[config.mk]
export PLATFORM = sky130hd
export DESIGN_NAME = decode_stage
export DESIGN_NICKNAME = d
export VERILOG_FILES = /design/src/rtl/decode_stage.sv
export SDC_FILE = /design/constraint.sdc
export NUM_CORES = 1
export LEC_CHECK = 0
export BUFFER_PORTS_ARGS = -buffer_cell sky130_fd_sc_hd__buf_2
export CORE_AREA = 2 2 122 124
export CTS_CLUSTER_SIZE = 10
export DETAILED_ROUTE_END_ITERATION = 8
export DIE_AREA = 0 0 124 126
export PLACE_DENSITY = 0.76
export SYNTH_ARGS = -nofsm -noshare
export SYNTH_HDL_FRONTEND = slang
export SYNTH_SLANG_ARGS = --single-unit
[constraint.sdc]
create_clock -name clk -period 1.96 [get_ports clk]
set_input_delay 0.294 -clock clk [delete_from_list [all_inputs] [get_ports clk]]
set_output_delay 0.294 -clock clk [all_outputs]
set_load 0.02 [all_outputs]
[src/rtl/decode_stage.sv]
// RV32I decode stage: combinational field/immediate/unit decode, registered through a
// two-entry skid buffer. Optional illegal-instruction checking under `DECODE_ILLEGAL_EN.
module decode_stage (
    input  logic        clk,
    input  logic        rst,
    input  logic        flush,
    input  logic        in_valid,
    output logic        in_ready,
    input  logic [31:0] in_instr,
    input  logic [31:0] in_pc,
    output logic        out_valid,
    input  logic        out_ready,
    output logic [31:0] out_pc,
    output logic [4:0]  out_rd,
    output logic [4:0]  out_rs1,
    output logic [4:0]  out_rs2,
    output logic [2:0]  out_funct3,
    output logic        out_alt,
    output logic [31:0] out_imm,
    output logic [3:0]  out_unit,
    output logic        out_use_imm,
    output logic        out_reg_write,
    output logic        out_illegal
);

    localparam logic [6:0] OPC_OP     = 7'b0110011;
    localparam logic [6:0] OPC_OP_IMM = 7'b0010011;
    localparam logic [6:0] OPC_BRANCH = 7'b1100011;
    localparam logic [6:0] OPC_LOAD   = 7'b0000011;
    localparam logic [6:0] OPC_STORE  = 7'b0100011;
    localparam logic [6:0] OPC_JAL    = 7'b1101111;
    localparam logic [6:0] OPC_JALR   = 7'b1100111;
    localparam logic [6:0] OPC_LUI    = 7'b0110111;
    localparam logic [6:0] OPC_AUIPC  = 7'b0010111;
    localparam logic [6:0] OPC_SYSTEM = 7'b1110011;
    localparam logic [6:0] OPC_FENCE  = 7'b0001111;

    localparam logic [3:0] UNIT_NONE    = 4'd0;
    localparam logic [3:0] UNIT_ARITH   = 4'd1;
    localparam logic [3:0] UNIT_LOGICAL = 4'd2;
    localparam logic [3:0] UNIT_SHIFT   = 4'd3;
    localparam logic [3:0] UNIT_BRANCH  = 4'd4;
    localparam logic [3:0] UNIT_LOAD    = 4'd5;
    localparam logic [3:0] UNIT_STORE   = 4'd6;
    localparam logic [3:0] UNIT_JAL     = 4'd7;
    localparam logic [3:0] UNIT_JALR    = 4'd8;
    localparam logic [3:0] UNIT_LUI     = 4'd9;
    localparam logic [3:0] UNIT_AUIPC   = 4'd10;
    localparam logic [3:0] UNIT_SYSTEM  = 4'd11;
    localparam logic [3:0] UNIT_FENCE   = 4'd12;

    typedef enum logic [1:0] {
        ST_EMPTY = 2'd0,
        ST_ONE   = 2'd1,
        ST_TWO   = 2'd2
    } state_e;

    typedef struct packed {
        logic [31:0] pc;
        logic [4:0]  rd;
        logic [4:0]  rs1;
        logic [4:0]  rs2;
        logic [2:0]  funct3;
        logic        alt;
        logic [31:0] imm;
        logic [3:0]  unit;
        logic        use_imm;
        logic        reg_write;
        logic        illegal;
    } entry_t;

    function automatic logic [3:0] alu_unit(input logic [2:0] f3);
        logic [3:0] u;
        case (f3)
            3'b000, 3'b010, 3'b011: u = UNIT_ARITH;
            3'b100, 3'b110, 3'b111: u = UNIT_LOGICAL;
            3'b001, 3'b101:         u = UNIT_SHIFT;
            default:                u = UNIT_NONE;
        endcase
        return u;
    endfunction

    logic [6:0]  opcode_s;
    logic [6:0]  funct7_s;
    logic [2:0]  funct3_s;
    logic [31:0] imm_i_s, imm_s_s, imm_b_s, imm_u_s, imm_j_s;
    entry_t      dec_s;

    state_e      state_q, state_d;
    entry_t      main_q, main_d;
    entry_t      skid_q, skid_d;
    logic        in_ready_q, in_ready_d;
    logic        out_valid_q, out_valid_d;
    logic        in_xfer_s, out_xfer_s;

    assign opcode_s = in_instr[6:0];
    assign funct7_s = in_instr[31:25];
    assign funct3_s = in_instr[14:12];

    assign imm_i_s = {{20{in_instr[31]}}, in_instr[31:20]};
    assign imm_s_s = {{20{in_instr[31]}}, in_instr[31:25], in_instr[11:7]};
    assign imm_b_s = {{19{in_instr[31]}}, in_instr[31], in_instr[7], in_instr[30:25],
                      in_instr[11:8], 1'b0};
    assign imm_u_s = {in_instr[31:12], 12'h000};
    assign imm_j_s = {{11{in_instr[31]}}, in_instr[31], in_instr[19:12], in_instr[20],
                      in_instr[30:21], 1'b0};

    // Instruction decode into a candidate entry
    always_comb begin
        dec_s           = '0;
        dec_s.pc        = in_pc;
        dec_s.rd        = in_instr[11:7];
        dec_s.rs1       = in_instr[19:15];
        dec_s.rs2       = in_instr[24:20];
        dec_s.funct3    = funct3_s;
        dec_s.alt       = in_instr[30];
        dec_s.imm       = 32'd0;
        dec_s.unit      = UNIT_NONE;
        dec_s.use_imm   = 1'b0;
        dec_s.reg_write = 1'b0;
        dec_s.illegal   = 1'b0;
        case (opcode_s)
            OPC_OP:     dec_s.unit = alu_unit(funct3_s);
            OPC_OP_IMM: begin
                dec_s.unit    = alu_unit(funct3_s);
                dec_s.use_imm = 1'b1;
                dec_s.imm     = imm_i_s;
            end
            OPC_BRANCH: begin
                dec_s.unit = UNIT_BRANCH;
                dec_s.imm  = imm_b_s;
            end
            OPC_LOAD: begin
                dec_s.unit    = UNIT_LOAD;
                dec_s.use_imm = 1'b1;
                dec_s.imm     = imm_i_s;
            end
            OPC_STORE: begin
                dec_s.unit    = UNIT_STORE;
                dec_s.use_imm = 1'b1;
                dec_s.imm     = imm_s_s;
            end
            OPC_JAL: begin
                dec_s.unit = UNIT_JAL;
                dec_s.imm  = imm_j_s;
            end
            OPC_JALR: begin
                dec_s.unit    = UNIT_JALR;
                dec_s.use_imm = 1'b1;
                dec_s.imm     = imm_i_s;
            end
            OPC_LUI: begin
                dec_s.unit = UNIT_LUI;
                dec_s.imm  = imm_u_s;
            end
            OPC_AUIPC: begin
                dec_s.unit = UNIT_AUIPC;
                dec_s.imm  = imm_u_s;
            end
            OPC_SYSTEM: begin
                dec_s.unit = UNIT_SYSTEM;
                dec_s.imm  = imm_i_s;
            end
            OPC_FENCE: dec_s.unit = UNIT_FENCE;
            default:   dec_s.unit = UNIT_NONE;
        endcase
`ifdef DECODE_ILLEGAL_EN
        dec_s.illegal = (in_instr[1:0] != 2'b11)
            || (dec_s.unit == UNIT_NONE)
            || ((opcode_s == OPC_OP) && (funct7_s != 7'b0000000) && (funct7_s != 7'b0100000))
            || ((opcode_s == OPC_OP) && (funct7_s == 7'b0100000)
                && (funct3_s != 3'b000) && (funct3_s != 3'b101))
            || ((opcode_s == OPC_OP_IMM) && (funct3_s == 3'b001) && (funct7_s != 7'b0000000))
            || ((opcode_s == OPC_OP_IMM) && (funct3_s == 3'b101)
                && (funct7_s != 7'b0000000) && (funct7_s != 7'b0100000));
        if (dec_s.illegal) begin
            dec_s.unit = UNIT_NONE;
        end else begin
            dec_s.unit = dec_s.unit;
        end
`else
        dec_s.illegal = 1'b0;
`endif
        case (dec_s.unit)
            UNIT_ARITH, UNIT_LOGICAL, UNIT_SHIFT, UNIT_LOAD,
            UNIT_JAL, UNIT_JALR, UNIT_LUI, UNIT_AUIPC:
                dec_s.reg_write = (dec_s.rd != 5'd0) && !dec_s.illegal;
            default:
                dec_s.reg_write = 1'b0;
        endcase
    end

    assign in_xfer_s  = in_valid && in_ready_q;
    assign out_xfer_s = out_valid_q && out_ready;

    // Skid buffer next-state and entry movement; flush overrides everything
    always_comb begin
        state_d = state_q;
        main_d  = main_q;
        skid_d  = skid_q;
        if (flush) begin
            state_d = ST_EMPTY;
        end else begin
            case (state_q)
                ST_EMPTY: begin
                    if (in_xfer_s) begin
                        main_d  = dec_s;
                        state_d = ST_ONE;
                    end else begin
                        state_d = ST_EMPTY;
                    end
                end
                ST_ONE: begin
                    if (in_xfer_s && out_xfer_s) begin
                        main_d = dec_s;
                    end else if (in_xfer_s) begin
                        skid_d  = dec_s;
                        state_d = ST_TWO;
                    end else if (out_xfer_s) begin
                        state_d = ST_EMPTY;
                    end else begin
                        state_d = ST_ONE;
                    end
                end
                ST_TWO: begin
                    if (out_xfer_s) begin
                        main_d  = skid_q;
                        state_d = ST_ONE;
                    end else begin
                        state_d = ST_TWO;
                    end
                end
                default: state_d = ST_EMPTY;
            endcase
        end
        in_ready_d  = (state_d != ST_TWO);
        out_valid_d = (state_d != ST_EMPTY);
    end

    // State, handshake flags and entry registers
    always_ff @(posedge clk) begin
        if (rst) begin
            state_q     <= ST_EMPTY;
            main_q      <= '0;
            skid_q      <= '0;
            in_ready_q  <= 1'b1;
            out_valid_q <= 1'b0;
        end else begin
            state_q     <= state_d;
            main_q      <= main_d;
            skid_q      <= skid_d;
            in_ready_q  <= in_ready_d;
            out_valid_q <= out_valid_d;
        end
    end

    assign in_ready      = in_ready_q;
    assign out_valid     = out_valid_q;
    assign out_pc        = main_q.pc;
    assign out_rd        = main_q.rd;
    assign out_rs1       = main_q.rs1;
    assign out_rs2       = main_q.rs2;
    assign out_funct3    = main_q.funct3;
    assign out_alt       = main_q.alt;
    assign out_imm       = main_q.imm;
    assign out_unit      = main_q.unit;
    assign out_use_imm   = main_q.use_imm;
    assign out_reg_write = main_q.reg_write;
    assign out_illegal   = main_q.illegal;

endmodule

==> Word level (Yosys, flattened, before mapping) <==
Memory sizes are Yosys's and may differ from the RTL's.
Index checks and enable logic that the tools add are counted.
{ "classes": {"bitwise_logic": 2, "n_mux": 15, "eq_ne": 25, "reduce_logical": 13} }
{ "op_table": {"columns": ["operator", "count"], "rows": [
  ["90-bit two-way mux", 3],
  ["90-bit one-hot mux with 3 select lines", 1],
  ["32-bit one-hot mux with 5 select lines", 1],
  ["4-bit one-hot mux with 11 select lines", 1],
  ["7-bit == test, second input constant", 4],
  ["7-bit by 6-bit == test with 1-bit output, second input constant", 3],
  ["7-bit by 5-bit == test with 1-bit output, second input constant", 2],
  ["4-bit == test, second input constant", 3],
  ["4-bit by 2-bit == test with 1-bit output, second input constant", 2],
  ["4-bit by 3-bit == test with 1-bit output, second input constant", 2],
  ["2-bit two-way mux", 4],
  ["2-bit != test, second input constant", 4],
  ["4-bit OR reduction", 2],
  ["8-bit OR reduction", 1],
  ["7-bit by 2-bit == test with 1-bit output, second input constant", 1],
  ["7-bit by 4-bit == test with 1-bit output, second input constant", 1],
  ["2-bit one-hot mux with 3 select lines", 1],
  ["5-bit AND reduction", 1],
  ["5-bit nonzero test", 1],
  ["4-bit by 1-bit == test with 1-bit output, second input constant", 1],
  ["1-bit two-way mux", 4],
  ["4-bit AND reduction", 1],
  ["1-bit logical AND", 3],
  ["3-bit nonzero test", 1],
  ["6 further kinds", 7]
]} }
{ "totals": {"inputBits": 69, "rom_bits": 32, "regBits": 183, "memories": 2, "wordCells": 81} }
{ "mem_list": {"columns": ["memory", "depth", "width", "rd", "rd_clocked_by_memory_dff", "wr", "line", "source"], "rows": [
  ["(name not given)", 8, 2, 1, 0, 0, "74", "case (f3)"],
  ["(name not given)", 8, 2, 1, 0, 0, "74", null]
]} }

==> Longest topological paths before layout <==
Gate-level depths: netlist of run 1.
{ "logic_depth": {"ltp_word": 7, "depth_mapped": 9, "ltp_nobuf": 7} }

==> Worst setup path after synthesis of run 1 <==
OpenSTA, ideal clock, no wires.
{ "synth_path": {"path_kind": "register to register", "startpoint": "register in_ready_q, in the netlist in_ready", "endpoint": "register skid_q[78] (netlist bit)", "path_stages_with_launch": 9, "setup_ns": 0.132, "arrival_ns": 1.796, "n_path_buf": 3, "t_required_ns": 1.828, "synth_period_minus_slack_ns": 1.929, "slack_ns": 0.031, "cell_sequence": "dfxtp_1 nand2_1 or2_2 or3_1 clkbuf_1 clkbuf_1 buf_2 nand2_1 a21oi_1"} }
{ "synth_between": {"elab_chain_cells": 4} }
{ "synth_rtl": {"columns": ["item", "line", "source"], "rows": [
  ["start, declared", "92", "logic in_ready_q, in_ready_d;"],
  ["start signal, assigned", "252", "in_ready_q <= in_ready_d;"],
  ["1-bit logical AND *", "193", "assign in_xfer_s = in_valid && in_ready_q;"],
  ["1-bit logical AND", "214", "if (in_xfer_s && out_xfer_s) begin"],
  ["1-bit inverter (no source line)", null, null],
  ["4-bit AND reduction (no source line) *", null, null],
  ["end signal, assigned", "251", "skid_q <= skid_d;"],
  ["end, declared", "91", "entry_t skid_q, skid_d;"]
]} }
Mark *: on every way between the ends. The rest lies on a longest branch, timed or not.
A chain may end at the register's enable or synchronous reset.

==> Worst setup path in the final report of run 1 <==
{ "layout_path": {"startpoint": "register in_ready_q, in the netlist in_ready", "endpoint": "register skid_q[25] (netlist bit)"} }
Same word-level chain as after synthesis.

==> key figures, run 1 <==
Setup path
  – FF-to-FF Start: in_ready
  – CP max-delay cell: dfxtp_1
  – Worst EP arrival: about 2.2 ns
  – Cell family with most CP delay: simple AND/OR/NAND/NOR gates
  – Critical Path Fanout Max: 18
  – Worst path cell trace: nand2_1, or2_2, buf_4, nor3_4, buf_4, buf_6, nor2_1, a211oi_1
  – WP buf/inv: 3
  – Worst endpoint required time: around 2.3 ns
  – Most used cell, CP: buf_4
  – CP Launch Type: flip-flop
  – Max incr delay on CP: roughly 0.35 ns
  – Crit path kind: reg2reg
  – Critical Path Source: in_ready
  – CP Capture Type: flip-flop

Yosys
  – Mapped cell area: ~7700 um2
  – Post-synth EDFFs: 0
  – Netlist cell types: 60
  – Ys flop type: dfxtp_1
  – Mapped Nets: around 1.1k
  – Syn. warnings: 0
  – Avg Inst Size Synth: around 7.8 um2
  – Sequential element share of the synthesized area: 0.471
  – Flops & latches, synth: around 180
  – Gate Count Post-Synth: 993
  – Post-synth ARST share: 0

Placement
  – RePlAce Congestion: between 0.9 and 1
  – Dpl ws: about 0.0037 ns
  – Input/output buffers: ~160
  – Dpl hpwl: 13000 um

Floorplanning
  – Initial core utilization: 0.541
  – Die Span Y: ~130 um
  – Die ar.: approximately 16000 um2
  – Core area: ~14000 um2
  – Die span in x: between 100 and 150 um
  – Num rows: between 40 and 50
  – Ports: between 150 and 200

Worst hold path
  – HP Class: in2reg
  – Min-Delay Startpoint: in_pc[6]

Timing
  – Endpoints failing setup: 0
  – Setup Skew: just under 0.008 ns
  – Final period util: 0.953
  – Max-slew violations: 0
  – Max Clk Rate: 0.536 GHz
  – Final hold vios: 0
  – Min Clock Period, post-route: around 1.9 ns
  – Final WS setup: around 0.093 ns

Run status
  – Status: completed

Power and ir drop
  – Total power: 0.00819 W
  – Peak VDD IR: 0.000529 V
  – LEAKAGE: approximately 3.9 nW
  – Power per cell area: between 800 and 900 nW/um2

GRT
  – GRT Util Overall: 0.259
  – Pin count of the biggest net entering global routing: 73
  – Vias in the first global route: approximately 6.6k
  – Global-route wire length before repair: approximately 33000 um
  – Antenna violations before repair: 0
  – Gr ovfl total: 0

Clocking
  – CTS Buffer Depth: 2
  – Clk slew on worst S/H paths: 0.06 ns
  – CTS buffer count: 17
  – Clock Latency Late Sink: roughly 0.42 ns
  – Cts hold-fix bufs: 0
  – H-Tree Depth: 4
  – TritonCTS clock tree: yes
  – Clk sinks: ~180
  – Clk root buf: clkbuf_16

Route
  – First-pass detailed-route iteration total: 5
  – Vias/cell: between 5 and 6
  – Uppermost layer routed: met4
  – DR iter-0 viols: around 700
  – Avg WL per Cell: between 15 and 20 um
  – Routed met2 length: 9920 um
  – Routed WL: ~21000 um
  – DR vias: ~7.5k
  – DRC: 0
  – M1 WL: between 9000 and 10000 um
  – Routed Antenna Nets: 0
  – Met3 Routed Length: between 1000 and 1500 um

Run
  – Max Cap Viol: 0

Final layout
  – Final nets: approximately 1.2k
  – Layout cells sized above 1: 0.225
  – Area Growth Syn to Fin: 22.2%
  – # diodes: 0
  – Commonest non-fill, non-tap cell in the layout: nand2_1
  – Most frequent cells in the layout: 266 x nand2_1, 181 x dfxtp_1, 158 x buf_2
  – # fillers: about 1.3k
## worst register-to-register path: cells and delay by family (launching register included)
family	cells	cell delay, ns
simple gates	4	0.70
buf+inv	3	0.54
flops	1	0.35
compound gates	1	0.20
## final timing paths
path / to / slack (ns) / cells past startpoint
max: skid_q[25] / 0.09 / 8
min: skid_q[64] / 0.12 / 3
max reg2reg: skid_q[25] / 0.09 / 8
min reg2reg: out_imm[15] / 0.45 / 2
## layer usage
layer  vias to the layer above  track usage
li1                       3710            -
met1                      3499        0.363
met2                       252        0.417
met4                         0       0.0549
met5                         -            0
met3                        20       0.0494
## layout make-up
class / count / area (um2) / area share
Multi-Input combinational cell: 719 / 3730 / 0.395
Sequential cell: 182 / 3640 / 0.385
Clock buffer: 23 / 468 / 0.0495
Inverter: 5 / 18.8 / 0.00198
Timing Repair Buffer: 205 / 1270 / 0.134
Tap cell: 184 / 230 / 0.0243
Clock inverter: 5 / 100 / 0.0106
## where the power goes
part / total (W) / internal [W] / switching [W] / leakage [nW]
Clock: 0.00337 / 0.00204 / 0.00133 / 0.279
Combinational: 0.000921 / 0.000330 / 0.000592 / 2.14
Sequential: 0.00389 / 0.00383 / 0.0000673 / 1.48
## timing repair
item | in CTS | in global routing
setup endpoints to repair | 0 | 19
gates resized for setup | 0 | 7
buffers inserted | 0 | 2
## cell families (layout without fill, tap and decap cells)
family / Yosys count / count (layout) / share of synthesized area
AO/OA/AOI/OAI: 238 / 238 / 0.216
XOR/XNOR: 1 / 1 / 0.00113
buffers and inverters: 92 / 238 / 0.0522
flip-flops: 182 / 182 / 0.471
multiplexers: 3 / 3 / 0.00420
other: 1 / 1 / 0.000484
AND/OR/NAND/NOR: 476 / 476 / 0.255
## cells in the mapped netlist, drive strengths merged (2+ instances only)
cell type / instances / area [um2]
a21oi: 95 / 479
a21o: 12 / 90.1
a22oi: 2 / 20.0
a211o: 2 / 17.5
or2: 2 / 12.5
nand2: 266 / 998
a211oi: 21 / 168
inv: 5 / 18.8
nand3: 19 / 95.1
nor3: 36 / 190
o211ai: 10 / 75.1
a2111oi: 2 / 30.0
nor2b: 2 / 12.5
nand3b: 3 / 26.3
nor2: 128 / 485
a31oi: 13 / 96.3
clkbuf: 56 / 210
and3: 4 / 25.0
nand2b: 6 / 45.0
a311oi: 53 / 464
buf: 31 / 175
o21ai: 5 / 28.8
dfxtp: 182 / 3640
and2: 2 / 12.5
a221oi: 14 / 123
mux2: 2 / 22.5
## per-stage QoR
stage / hold slack [ns] / instance area (um2) / TNS [ns] / util / std cells
floorplan: 0.378 / 7740 / 0 / - / 993
global placement: 0.441 / 8830 / 0 / 0.617 / 1291
detailed placement: 0.444 / 8830 / 0 / 0.617 / 1291
CTS: 0.108 / 9400 / 0 / 0.657 / 1319
global route: 0.118 / 9460 / -0.0279 / 0.661 / 1323
finish: 0.122 / 9460 / 0 / 0.661 / 1323
## flip-flops by register name, summed over array words and instances, names as in the netlist
name and count:
out_reg_write 1, out_valid 1, out_use_imm 1, out_funct3 3
in_ready 1, out_unit 4, skid_q 89, out_pc 32
out_alt 1, out_rs1 5, out_rd 5, out_imm 32
out_rs2 5, state_q 2
No activity file was read; power rests on OpenSTA's default activity.
==> inputs of run 2 (changes only) <==
ABC_AREA = 1   (was not set)
==> run 2 against run 1 <==
Compared with the run above:
- register-to-register slack improved by 0.22 ns
- cell count up 2.4%
- setup slack better by 0.22 ns
- via count is 2.2% lower
- non-clock buffer count is 25 lower
- clock skew up 0.0044 ns
- largest cell class is now registers
==> key figures, run 2 <==
Run
  – Max Cap Viol: 0 (unchanged)

Clocking
  – Clock Latency Late Sink: 0.44 ns (+0.02 ns)
  – Cts hold-fix bufs: 0 (unchanged)
  – CTS buffer count: 17 (unchanged)
  – Clk slew on worst S/H paths: 0.06 ns (about the same)
  – Post-CTS sizing: 0 (unchanged)
  – H-Tree Depth: 4 (unchanged)
  – Post-CTS setup buffer count: 0 (unchanged)
  – Clk sinks: 182 (unchanged)
  – TritonCTS clock tree: yes
  – CTS Buffer Depth: 2 (unchanged)
  – Clk root buf: clkbuf_16

Route
  – DR vias: 7320 (-2.2%)
  – M1 WL: 9280 um (-1.8%)
  – DRC: 0 (unchanged)
  – Uppermost layer routed: met4
  – DR iter-0 viols: 539 (-24%)
  – Avg WL per Cell: 15.0 um (-5.4%)
  – Routed WL: 20300 um (-3.1%)
  – Routed met2 length: 9400 um (-5.3%)
  – Vias/cell: 5.40 (-4.5%)
  – First-pass detailed-route iteration total: 5 (unchanged)
  – Met3 Routed Length: 1240 um (-7.6%)
  – Routed Antenna Nets: 0 (unchanged)

Power and ir drop
  – Peak VDD IR: 0.000578 V (+9.2%)
  – Sw Ratio: 0.255 (+0.0124)
  – Comb power frac: 0.117 (+0.004)
  – LEAKAGE: 4.31 nW (+11%)
  – Internal power: 0.00618 W (-0.33%)
  – Power per cell area: 898 nW/um2 (+3.7%)
  – Clock network fraction of design power: 0.405 (-0.007)
  – Seq pwr share: 0.478 (+0.002)
  – Total power: 0.00830 W (+1.3%)
  – Net Sw Power: 0.00212 W (+6.5%)

Yosys
  – Cell with the most instances after synthesis: nand2_1
  – Flops & latches, synth: 182 (unchanged)
  – Gate Count Post-Synth: 1038 (+4.5%)
  – Netlist cell types: 27 (-55%)
  – Ranking of synthesized cells by instance count: 187 x nand2_1, 182 x dfxtp_1, 170 x o21ai_0
  – Mapped cell area: 7700 um2 (-0.55%)
  – Top cells by area, synth: dfxtp_1 47%, o21ai_0 11%, nand2_1 9.1%
  – Area leader, netlist: dfxtp_1
  – Avg Inst Size Synth: 7.42 um2 (-4.9%)
  – Sequential element share of the synthesized area: 0.473 (+0.00260)
  – Ys flop type: dfxtp_1
  – Post-synth ARST share: 0 (unchanged)
  – Mapped Nets: 1107 (+4.2%)
  – Synth top area share: 0.473 (+0.00260)
  – Post-synth EDFFs: 0 (unchanged)
  – Syn. warnings: 0 (unchanged)

Worst hold path
  – HP Class: in2reg

Floorplanning
  – Initial core utilization: 0.538 (-0.00297)
  – Num rows: 44 (unchanged)
  – Ports: 161 (unchanged)
  – Die span in x: 124 um (unchanged)
  – Die Span Y: 126 um (unchanged)
  – Core area: 14300 um2 (unchanged)
  – Die ar.: 15600 um2 (unchanged)

Timing
  – Unrepaired setup endpoints after global routing: no
  – Final hold vios: 0 (unchanged)
  – Final period util: 0.838 (-0.115)
  – Endpoints failing setup: 0 (unchanged)
  – Total negative setup slack: 0 ns (unchanged)
  – Setup Skew: 0.0121 ns (+0.00438 ns)
  – Max-slew violations: 0 (unchanged)
  – Min Clock Period, post-route: 1.64 ns (-0.225 ns)
  – Max Clk Rate: 0.609 GHz (+14%)

Placement
  – Input/output buffers: 159 (unchanged)
  – Cell Area, Placed: 8670 um2 (-1.8%)
  – RePlAce Congestion: 0.902 (-1.4%)
  – Dpl hpwl: 13300 um (+1.7%)

GRT
  – Antenna violations before repair: 0 (unchanged)
  – GRT Util Overall: 0.263 (+0.00376)
  – Gr ovfl total: 0 (unchanged)
  – Pin count of the biggest net entering global routing: 122 (+67%)
  – Global-route wire length before repair: 32500 um (-0.57%)
  – Vias in the first global route: 6475 (-2.4%)

Run status
  – Status: completed

Setup path
  – Worst EP arrival: 2.00 ns (-0.20 ns)
  – CP Capture Type: flip-flop
  – Max incr delay on CP: 0.36 ns (about the same)
  – Crit path kind: reg2reg
  – WP buf/inv: 3 (unchanged)
  – Worst endpoint required time: 2.32 ns (+0.03 ns)
  – Critical Path Fanout Max: 65 (+47)
  – Cell family with most CP delay: compound AO/OA/AOI/OAI gates
  – CP max-delay cell: dfxtp_1
  – CP Launch Type: flip-flop
  – Reg2Reg Setup Slack: 0.32 ns (+0.22 ns)
  – Worst path cell trace: a21oi_1, inv_1, nor2_1, nand2_1, inv_4, buf_12, o21ai_0, a31oi_1

Final layout
  – Commonest non-fill, non-tap cell in the layout: nand2_1
  – Max reg flops: 89 (unchanged)
  – # diodes: 0 (unchanged)
  – Area Growth Syn to Fin: 20.1%
  – Top reg by flops: skid_q
  – Layout cells sized above 1: 0.209 (-0.0155)
  – Post-route cell area: 9250 um2 (-2.3%)
  – Final nets: 1228 (+2.4%)
  – Most frequent cells in the layout: 187 x nand2_1, 182 x dfxtp_1, 170 x o21ai_0
run 2: path summary, 6_finish.rpt:
path,from,endpoint,cells after the start
worst max-delay path,state_q[0],out_funct3[1],8
worst min register to register,skid_q[66],skid_q[66],2
worst max register to register,state_q[0],out_funct3[1],8
worst min-delay path,in_pc[27],skid_q[85],3
run 2: through the flow:
| stage | utilization | setup slack (ns) | hold slack (ns) | std cells |
|---|---|---|---|---|
| 2_1_floorplan | - | 0.512 | 0.363 | 1038 |
| 3_3_place_gp | 0.606 | 0.284 | 0.432 | 1324 |
| 3_5_place_dp | 0.606 | 0.184 | 0.435 | 1324 |
| 4_1_cts | 0.646 | 0.327 | 0.0940 | 1355 |
| 5_1_grt | 0.646 | 0.110 | 0.112 | 1355 |
| 6_report | 0.646 | 0.318 | 0.109 | 1355 |
run 2: routing by layer:
metal	track usage	vias to the layer above
li1	-	3697
met1	0.367	3373
met2	0.407	221
met3	0.0507	29
met4	0.0905	0
met5	0	-
run 2: cells by family (layout without fill, tap and decap cells):
logic type,count (synthesis),after routing,share of synthesized area
AOI/OAI and AO/OA,403,403,0.285
buffers and inverters,174,307,0.0946
DFF,182,182,0.473
other,1,1,0.000487
and+or+nand+nor,278,278,0.147
run 2: layout make-up:
type / count / area, um2
Clock buffer: 23 / 478
Clock inverter: 8 / 98.8
Fill cell: 1307 / 5070
Inverter: 96 / 365
Multi-Input combinational cell: 682 / 3330
Sequential cell: 182 / 3640
Tap cell: 184 / 230
Timing Repair Buffer: 180 / 1100
run 2: power groups by stage:
stage                     logic [W]  clock network (W)  registers, W
after floorplan            0.000437                  0       0.00420
after global placement     0.000958                  0       0.00404
after detailed placement   0.000968                  0       0.00404
after CTS                  0.000972            0.00340       0.00396
after global routing        0.00107            0.00357       0.00398
final                      0.000969            0.00336       0.00397
run 2: worst reg2reg max path: stages, from the launching register on:
cell	delay, ns
dfxtp_1	0.36
a21oi_1	0.21
inv_1	0.06
nor2_1	0.10
nand2_1	0.14
inv_4	0.14
buf_12	0.24
o21ai_0	0.16
a31oi_1	0.17
